`src/rtl/sc_nadder_ctrl_if.sv`:
```
// Handshake and stream bus between a host, the sc_nadder datapath and its sequencer.
// The sequencer takes the slave modport.
interface sc_nadder_ctrl_if #(
   parameter int SELECT_WIDTH = 3,
   parameter int LEN_WIDTH    = 8
);
   logic                    start;
   logic [LEN_WIDTH-1:0]    length;
   logic                    mode;
   logic [7:0]              seed;
   logic                    nadder_out;
   logic [SELECT_WIDTH-1:0] sel;
   logic                    stream_valid;
   logic [LEN_WIDTH-1:0]    count;
   logic                    busy;
   logic                    done;

   modport master (
      output start, length, mode, seed, nadder_out,
      input  sel, stream_valid, count, busy, done
   );

   modport slave (
      input  start, length, mode, seed, nadder_out,
      output sel, stream_valid, count, busy, done
   );
endinterface

```
`src/rtl/sc_nadder_ctrl.sv`:
```
// Sequencer for the stochastic n-input scaled adder: walks the select bus for a run of
// programmable length, round-robin or LFSR, and counts the ones on the adder output.
module sc_nadder_ctrl #(
   parameter int INPUT_STREAMS = 8,
   parameter int SELECT_WIDTH  = 3,
   parameter int LEN_WIDTH     = 8
) (
   input logic             clk,
   input logic             rst,
   sc_nadder_ctrl_if.slave bus
);
   typedef enum logic [1:0] {
      IDLE = 2'd0,
      RUN  = 2'd1,
      DONE = 2'd2
   } state_t;

   state_t                  state_r, state_s;
   logic [LEN_WIDTH-1:0]    rem_r, rem_s;
   logic [LEN_WIDTH-1:0]    count_r, count_s;
   logic [7:0]              lfsr_r, lfsr_s;
   logic                    mode_r, mode_s;
   logic [SELECT_WIDTH-1:0] sel_r, sel_s;
   logic                    valid_r, busy_r, done_r;

   function automatic logic [7:0] lfsr_next(input logic [7:0] l);
      return {l[6:0], l[7] ^ l[5] ^ l[4] ^ l[3]};
   endfunction

   // An all-zero seed would lock the LFSR, so it is replaced by 8'h01.
   function automatic logic [7:0] seed_fix(input logic [7:0] s);
      return (s == 8'h00) ? 8'h01 : s;
   endfunction

   // Next-state, run bookkeeping and the select value for the coming cycle
   always_comb begin
      state_s = state_r;
      rem_s   = rem_r;
      count_s = count_r;
      lfsr_s  = lfsr_r;
      mode_s  = mode_r;
      sel_s   = {SELECT_WIDTH{1'b0}};
      case (state_r)
         IDLE: begin
            if (bus.start) begin
               mode_s  = bus.mode;
               lfsr_s  = seed_fix(bus.seed);
               rem_s   = bus.length;
               count_s = {LEN_WIDTH{1'b0}};
               if (bus.length != {LEN_WIDTH{1'b0}}) begin
                  state_s = RUN;
                  sel_s   = bus.mode ? lfsr_s[SELECT_WIDTH-1:0] : {SELECT_WIDTH{1'b0}};
               end else begin
                  state_s = DONE;
               end
            end else begin
               state_s = IDLE;
            end
         end
         RUN: begin
            count_s = count_r + LEN_WIDTH'(bus.nadder_out);
            rem_s   = rem_r - LEN_WIDTH'(1);
            lfsr_s  = lfsr_next(lfsr_r);
            if (rem_r == LEN_WIDTH'(1)) begin
               state_s = DONE;
            end else if (mode_r) begin
               state_s = RUN;
               sel_s   = lfsr_s[SELECT_WIDTH-1:0];
            end else begin
               state_s = RUN;
               sel_s   = (sel_r == SELECT_WIDTH'(INPUT_STREAMS - 1)) ?
                         {SELECT_WIDTH{1'b0}} : sel_r + SELECT_WIDTH'(1);
            end
         end
         DONE: begin
            state_s = IDLE;
         end
         default: begin
            state_s = IDLE;
         end
      endcase
   end

   // State register, run bookkeeping and registered outputs decoded from the next state
   always_ff @(posedge clk or posedge rst) begin
      if (rst) begin
         state_r <= IDLE;
         rem_r   <= {LEN_WIDTH{1'b0}};
         count_r <= {LEN_WIDTH{1'b0}};
         lfsr_r  <= 8'h01;
         mode_r  <= 1'b0;
         sel_r   <= {SELECT_WIDTH{1'b0}};
         valid_r <= 1'b0;
         busy_r  <= 1'b0;
         done_r  <= 1'b0;
      end else begin
         state_r <= state_s;
         rem_r   <= rem_s;
         count_r <= count_s;
         lfsr_r  <= lfsr_s;
         mode_r  <= mode_s;
         sel_r   <= sel_s;
         valid_r <= (state_s == RUN);
         busy_r  <= (state_s != IDLE);
         done_r  <= (state_s == DONE);
      end
   end

   assign bus.sel          = sel_r;
   assign bus.stream_valid = valid_r;
   assign bus.count        = count_r;
   assign bus.busy         = busy_r;
   assign bus.done         = done_r;
endmodule
```
`src/flat_wrapper.sv`:
```
// flat-port wrapper written by rule: the top's interface ports become plain ports
module sc_nadder_ctrl_flat 
#(
   parameter int INPUT_STREAMS = 8,
   parameter int SELECT_WIDTH  = 3,
   parameter int LEN_WIDTH     = 8
)
  (clk, rst, bus_start, bus_length, bus_mode, bus_seed, bus_nadder_out, bus_sel, bus_stream_valid, bus_count, bus_busy, bus_done);
  sc_nadder_ctrl_if #(.SELECT_WIDTH(SELECT_WIDTH), .LEN_WIDTH(LEN_WIDTH)) bus_i ();
  input logic clk;
  input logic rst;
  input wire logic [$bits(bus_i.start)-1:0] bus_start;
  input wire logic [$bits(bus_i.length)-1:0] bus_length;
  input wire logic [$bits(bus_i.mode)-1:0] bus_mode;
  input wire logic [$bits(bus_i.seed)-1:0] bus_seed;
  input wire logic [$bits(bus_i.nadder_out)-1:0] bus_nadder_out;
  output wire logic [$bits(bus_i.sel)-1:0] bus_sel;
  output wire logic [$bits(bus_i.stream_valid)-1:0] bus_stream_valid;
  output wire logic [$bits(bus_i.count)-1:0] bus_count;
  output wire logic [$bits(bus_i.busy)-1:0] bus_busy;
  output wire logic [$bits(bus_i.done)-1:0] bus_done;
  assign bus_i.start = bus_start;
  assign bus_i.length = bus_length;
  assign bus_i.mode = bus_mode;
  assign bus_i.seed = bus_seed;
  assign bus_i.nadder_out = bus_nadder_out;
  assign bus_sel = bus_i.sel;
  assign bus_stream_valid = bus_i.stream_valid;
  assign bus_count = bus_i.count;
  assign bus_busy = bus_i.busy;
  assign bus_done = bus_i.done;
  sc_nadder_ctrl #(.INPUT_STREAMS(INPUT_STREAMS), .SELECT_WIDTH(SELECT_WIDTH), .LEN_WIDTH(LEN_WIDTH)) u_core (.clk(clk), .rst(rst), .bus(bus_i));
endmodule
```
`config.mk`:
```
export PLATFORM = sky130hd
export DESIGN_NAME = sc_nadder_ctrl_flat
export DESIGN_NICKNAME = d
export VERILOG_FILES = /design/src/rtl/sc_nadder_ctrl_if.sv /design/src/rtl/sc_nadder_ctrl.sv /design/src/flat_wrapper.sv
export SDC_FILE = /design/constraint.sdc
export NUM_CORES = 1
export LEC_CHECK = 0
export CORE_MARGIN = 5
export CORE_UTILIZATION = 47
export CTS_BUF_LIST = sky130_fd_sc_hd__clkbuf_8
export DETAILED_ROUTE_END_ITERATION = 8
export PLACE_DENSITY_LB_ADDON = 0.12
export RECOVER_POWER = 25
export SLEW_MARGIN = 20
export SYNTH_ARGS = -nofsm -noshare
export SYNTH_HDL_FRONTEND = slang
export SYNTH_SLANG_ARGS = --single-unit
```
`constraint.sdc`:
```
create_clock -name clk -period 1.7 [get_ports clk]
set_input_delay 0.17 -clock clk [delete_from_list [all_inputs] [get_ports clk]]
set_output_delay 0.17 -clock clk [all_outputs]
set_load 0.05 [all_outputs]
```
==> flow_metrics.py, run 1 <==
metrics = {
    "outcome": {
        "status": "complete, but fails checks",
        "violations": "setup timing",
    },
    "power_and_ir_drop": {
        "power.switching_mw": 1.67,
        "peakVddDrop_v": 0.00107,
        "swShare_pct": 42.2,
        "p_comb_share_pct": 49.3,
        "internal_power_mw": 2.28,
        "p_leak_nw": 0.962,
        "pwr-share-clk_pct": 15.2,
        "p_per_area_mw_per_mm2": 1830,
        "seqPwrFrac_pct": 35.5,
    },
    "timing": {
        "finalSetupViolCount": 2,
        "tightest_slew_ns": 0.820,
        "timing.final.crit_share_pct": 101,
        "finalCriticalPeriod_ns": 1.72,
        "fin_skew_ns": 0.00525,
        "tns_ns": -0.0243,
        "relSlewSlack_pct": 45.3,
        "rsz0062_at_grt": "yes",
        "max_freq_ghz": 0.583,
        "fin_ws_ns": -0.0161,
        "slew_viol_final": 0,
        "hold_violations": 0,
    },
    "cells_and_area": {
        "nFillCells": 318,
        "antennaDiodeCount": 0,
        "regArea_um2": 828,
        "most-common-layout-cells": "dfrtp_1, clkdlybuf4s50_1, buf_4",
        "drive_gt1_share_pct": 16.7,
        "final_cell_area_mm2": 0.00217,
        "syn_to_final_growth_pct": 32.6,
        "fin_cells": 261,
        "layout_commonest_cell": "dfrtp_1",
        "multi_input_area_um2": 761,
        "final_nets": 241,
    },
    "global_routing": {
        "antenna_found_initial": 0,
        "overflow": 0,
        "grt_first_pass_wirelength_um": 6560,
        "gr-usage-all-layers_pct": 18.8,
        "grt_pass1_vias": 1487,
        "grt_max_degree": 34,
    },
    "synthesis": {
        "yosys-mux-area-fraction_pct": 2.45,
        "synth_ff_type": "dfrtp_1",
        "synth_compound_area_share_pct": 15.9,
        "yosysWarningCount": 0,
        "synth-adder-area-share_pct": 4.60,
        "synth_area_leaders": "dfrtp_1, ha_1, nor2_1, nand2_1, o21ai_0",
        "synth_edf_count": 0,
        "synth-seq-area-share_pct": 50.7,
        "async_flop_share_pct": 100,
        "yosys.area.top_type": "dfrtp_1",
        "syn_area_per_cell_um2": 9.78,
        "synth_xor_area_share_pct": 3.22,
        "synth-simple-area-share_pct": 20.1,
        "syn-num-nets": 194,
        "synth_top_family_by_area": "simple AND/OR/NAND/NOR gates",
        "ys_types": 35,
        "yosysTopAreaCellShare_pct": 49.0,
        "syn_area_mm2": 0.00163,
        "syn-instance-count": 167,
        "synth-seq-cells": 33,
    },
    "clock_network": {
        "hold_buffers": 0,
        "clockRootBuffer": "clkbuf_8",
        "insertion_delay_ns": 0.29,
        "clockBufferDepth": 2,
        "cts_buffers": 5,
        "post-cts-setup-buffers": 0,
        "cts_tree": "yes",
        "htreeDepth": 2,
        "clk_pin_slew_ns": 0.07,
        "cts_sinks": 33,
    },
    "placement": {
        "io_buffers": 34,
        "gp_congestion": 0.812,
        "dpl_worst_slack_ns": -0.0820,
        "dp_cells": 253,
        "dpl_cell_area_mm2": 0.00207,
        "place_hpwl_um": 2810,
    },
    "run": {
        "cap_violations": 0,
    },
    "setup_path": {
        "cp.depth": 4,
        "critPathCaptureType": "register",
        "path_max_fanout": 3,
        "critPathTopFamily": "simple AND/OR/NAND/NOR gates",
        "crit_required_ns": 1.92,
        "slowest_delay_ns": 0.39,
        "r2r_setup_slack_ns": -0.02,
        "worstReg2RegStart": "u_core.rem_r[4]$_DFFE_PP0P_",
        "worstSetupPathType": "register to register",
        "crit_buf_inv": 0,
        "worstRegToRegCells": 4,
        "crit_top_cell": "or3_4",
        "timing.rr.end": "u_core.bus.done$_DFF_PP0_",
        "cp-endpoint": "u_core.bus.done$_DFF_PP0_",
        "crit_path_start_kind": "register",
        "critical_path.startpoint": "u_core.rem_r[4]$_DFFE_PP0P_",
        "crit_chain": "or3_4 -> or3_4 -> or3_4 -> a21oi_1",
        "cp.arrival_ns": 1.93,
        "crit_path_top_delay_cell": "or3_4",
    },
    "detailed_routing": {
        "routedWlPerCell_um": 14.8,
        "vias": 1433,
        "wl_um": 3870,
        "drt-vias-per-instance": 5.49,
        "drcViolationCount": 0,
        "first_iter_violations": 101,
        "ant_nets": 0,
        "drtPass1Iterations": 4,
    },
    "floorplanning": {
        "coreArea_mm2": 0.00336,
        "initial_core_util_pct": 48.5,
        "die_h_um": 68.9,
        "boundaryPins": 35,
        "die_x_um": 68.9,
        "rows": 21,
        "die_area_mm2": 0.00475,
    },
    "min_path": {
        "hp-class": "register to register",
    },
}
[cell families after synthesis]
family,count (synthesis)
flip-flops,33
AND/OR/NAND/NOR,66
adder cells (fa/ha/maj),6
multiplexers,4
buffers and inverters,13
XOR/XNOR,6
AO/OA/AOI/OAI,39
[Yosys cell counts (3+ instances only)]
library cell	instances
nor2_1	20
nand3_1	7
o21ai_0	13
o211ai_1	3
nor3_1	4
nand2b_1	3
a21oi_1	3
dfrtp_1	32
inv_1	7
ha_1	6
xnor2_1	4
a22oi_1	3
a221o_1	3
mux2i_1	4
o311ai_0	3
nand2_1	19
clkbuf_1	5
o22ai_1	6
[final cells by class]
class / instances / area share [%]
Sequential cell: 33 / 38.2
Clock inverter: 2 / 0.347
Tap cell: 46 / 2.66
Multi-Input combinational cell: 121 / 35.1
Inverter: 7 / 1.21
Clock buffer: 6 / 3.81
Timing Repair Buffer: 46 / 18.6
[registers in the layout, indices dropped and copies added, names as in the netlist]
| signal | count |
|---|---|
| u_core.rem_r | 8 |
| u_core.bus.sel | 3 |
| u_core.bus.busy | 1 |
| u_core.lfsr_r | 8 |
| u_core.bus.count | 8 |
| u_core.bus.done | 1 |
| u_core.state_r | 2 |
| u_core.bus.stream_valid | 1 |
| u_core.mode_r | 1 |
[through the flow]
| step | hold WS [ns] | power [mW] | util, % |
|---|---|---|---|
| global route | 0.502 | 4.27 | 64.4 |
| CTS | 0.286 | 3.98 | 64.3 |
| floorplan | 0.287 | 2.70 | - |
| detailed placement | 0.472 | 3.37 | 61.6 |
| finish | 0.483 | 3.95 | 64.4 |
| global placement | 0.465 | 3.29 | 61.6 |
[worst reg2reg max path: cells and delay by family, from the launching register on]
family             cells  cell delay, ns
DFF                    1            0.38
and+or+nand+nor        3            1.13
AOI/OAI and AO/OA      1            0.14
[metal layers]
layer | wire [µm] | global-route usage, %
met5 | 0 | 0
met4 | 59 | 9.98
met3 | 188 | 5.51
met2 | 1980 | 30.5
met1 | 1640 | 22.4
[worst min-delay path by stage]
stage                                         start                           endpoint  cells after the start
floorplan                               bus_seed[1]        u_core.bus.sel[1]$_DFF_PP0_                      2
global placement    u_core.bus.count[7]$_DFFE_PP0P_    u_core.bus.count[7]$_DFFE_PP0P_                      1
detailed placement  u_core.bus.count[7]$_DFFE_PP0P_    u_core.bus.count[7]$_DFFE_PP0P_                      1
CTS                                             rst  u_core.bus.stream_valid$_DFF_PP0_                      3
global route                          bus_length[7]        u_core.rem_r[7]$_DFFE_PP0P_                      3
finish              u_core.bus.count[7]$_DFFE_PP0P_    u_core.bus.count[7]$_DFFE_PP0P_                      1
[what timing repair did]
action	in CTS	in global routing
pin swaps	1	1
setup endpoints to repair	2	8
gates resized for setup	1	2
gates cloned	0	0
[power by group through the flow]
stage | Combinational (mW) | Clock [mW] | Sequential [mW]
6_report | 1.95 | 0.600 | 1.40
5_1_grt | 2.17 | 0.646 | 1.45
4_1_cts | 1.96 | 0.617 | 1.40
3_5_place_dp | 1.95 | 0 | 1.42
3_3_place_gp | 1.90 | 0 | 1.39
2_1_floorplan | 0.959 | 0 | 1.74
Power figures use the tool's default switching activity.
==> inputs of run 2 (changes only) <==
--- a/config.mk
+++ b/config.mk
@@ -13,3 +13,3 @@
 export RECOVER_POWER = 25
-export SLEW_MARGIN = 20
+export SLEW_MARGIN = 40
 export SYNTH_ARGS = -nofsm -noshare
==> constraint.sdc (replaced) <==
create_clock -name clk -period 1.7 [get_ports clk]
set_input_delay 0.34 -clock clk [delete_from_list [all_inputs] [get_ports clk]]
set_output_delay 0.34 -clock clk [all_outputs]
set_load 0.05 [all_outputs]
==> run 2 against run 1 <==
Cell area is 2.8% higher; highest routed layer unchanged; clock skew is 0.0074 ns higher; setup slack worse by 0.0056 ns; the flow still finishes with violations (setup timing).
==> flow_metrics.py, run 2 (synthesized netlist as in run 1, its figures left out) <==
metrics = {
    "floorplanning": {
        "rows": 21,
        "boundaryPins": 35,
        "die_area_mm2": 0.00475,
        "die_x_um": 68.9,
        "initial_core_util_pct": 48.5,
        "coreArea_mm2": 0.00336,
        "die_h_um": 68.9,
    },
    "clock_network": {
        "cts_tree": "yes",
        "cts_sinks": 33,
        "cts_buffers": 5,
        "htreeDepth": 2,
        "hold_buffers": 0,
        "clk_pin_slew_ns": 0.07,
        "clockRootBuffer": "clkbuf_8",
        "insertion_delay_ns": 0.29,
        "clockBufferDepth": 2,
    },
    "setup_path": {
        "crit_required_ns": 1.92,
        "worstSetupPathType": "register to register",
        "crit_path_start_kind": "register",
        "cp.arrival_ns": 1.94,
        "critPathCaptureType": "register",
        "path_max_fanout": 3,
    },
    "timing": {
        "slew_viol_final": 0,
        "hold_ws_ns": 0.461,
        "max_freq_ghz": 0.581,
        "fin_skew_ns": 0.0126,
        "relSlewSlack_pct": 60.4,
        "tightest_slew_ns": 0.594,
        "finalCriticalPeriod_ns": 1.72,
        "fin_ws_ns": -0.0218,
        "hold_violations": 0,
        "rsz0062_at_grt": "yes",
        "finalSetupViolCount": 2,
        "timing.final.crit_share_pct": 101,
    },
    "detailed_routing": {
        "vias": 1481,
        "drt-vias-per-instance": 5.51,
        "route.met3.wl_um": 256,
        "wl_met1_um": 1700,
        "wl_um": 4000,
        "first_iter_violations": 114,
        "highest_layer": "met4",
        "drtPass1Iterations": 4,
        "wl_met2_um": 1990,
        "drcViolationCount": 0,
        "routedWlPerCell_um": 14.9,
        "ant_nets": 0,
    },
    "cells_and_area": {
        "antennaDiodeCount": 0,
        "final_cell_area_mm2": 0.00223,
        "drive_gt1_share_pct": 22.4,
        "syn_to_final_growth_pct": 36.3,
        "final_nets": 249,
        "fin_cells": 269,
        "layout_commonest_cell": "buf_4",
        "most-common-layout-cells": "buf_4, dfrtp_1, nor2_1",
    },
    "power_and_ir_drop": {
        "p_leak_nw": 0.999,
        "p_total_mw": 4.00,
        "peakVddDrop_v": 0.000773,
        "p_per_area_mw_per_mm2": 1800,
    },
    "global_routing": {
        "grt_first_pass_wirelength_um": 6800,
        "grt_max_degree": 16,
        "overflow": 0,
        "antenna_found_initial": 0,
        "gr-usage-all-layers_pct": 19.5,
        "grt_pass1_vias": 1572,
    },
    "placement": {
        "dpl_cell_area_mm2": 0.00212,
        "place_hpwl_um": 3030,
        "dp_cells": 260,
        "gp_congestion": 0.826,
        "io_buffers": 34,
    },
    "min_path": {
        "hp-class": "input pin to async pin",
    },
    "run": {
        "cap_violations": 0,
    },
    "outcome": {
        "violations": "setup timing",
        "status": "complete, but fails checks",
    },
}
-- run 2: cell count changes in the layout (fill, tap and decap cells not counted), sizes merged --
cell           delta
buf              +12
clkdlybuf4s50     -4
clkinvlp          +1
inv               -1
-- run 2: report_power, final --
part	total, mW	internal [mW]	switching (mW)
logic	2.00	0.858	1.14
registers	1.40	1.14	0.261
clock network	0.605	0.323	0.282
total	4.00	2.32	1.68
-- run 2: critical path, stage by stage (launching register included) --
cell and delay [ns]:
dfrtp_1 0.38, or3_4 0.39, or3_4 0.36, or3_4 0.39, a21oi_2 0.14
-- run 2: repair_timing --
item | in CTS | in global routing
setup buffers | 1 | 0
pin swaps | 1 | 0
endpoints found under the setup margin | 3 | 7
gates resized for setup | 4 | 0
-- run 2: worst paths after layout --
| check | start | end | slack, ns | cells after the start |
|---|---|---|---|---|
| max | u_core.rem_r[4]$_DFFE_PP0P_ | u_core.bus.done$_DFF_PP0_ | -0.02 | 4 |
| min | rst | u_core.bus.stream_valid$_DFF_PP0_ | 0.46 | 2 |
| max reg2reg | u_core.rem_r[4]$_DFFE_PP0P_ | u_core.bus.done$_DFF_PP0_ | -0.02 | 4 |
| min reg2reg | u_core.bus.count[7]$_DFFE_PP0P_ | u_core.bus.count[7]$_DFFE_PP0P_ | 0.50 | 1 |
| max in group asynchronous | rst | u_core.bus.count[0]$_DFFE_PP0P_ | 0.34 | 3 |
| min in group clk | u_core.bus.count[7]$_DFFE_PP0P_ | u_core.bus.count[7]$_DFFE_PP0P_ | 0.50 | 1 |
-- run 2: metrics by stage --
step | setup slack (ns) | utilization [%] | TNS (ns)
5_1_grt | -0.0578 | 66.2 | -0.167
4_1_cts | -0.0112 | 66.3 | -0.0116
2_1_floorplan | 0.0212 | - | 0
3_5_place_dp | -0.280 | 62.9 | -4.41
3_3_place_gp | -0.192 | 62.9 | -3.06
6_report | -0.0218 | 66.2 | -0.0263
-- run 2: per-layer routing --
layer / GRT usage, % / vias up
li1: - / 714
met1: 23.5 / 712
met2: 32.4 / 47
met3: 4.38 / 8
met4: 10.2 / 0
met5: 0 / -
-- run 2: final cells by class --
type,count,area [µm²]
fill,312,1140
sequential,33,828
multi-input combinational,121,768
timing repair buffer,54,452
clock buffer,6,82.6
tap,46,57.6
inverter,7,26.3
clock inverter,2,11.3
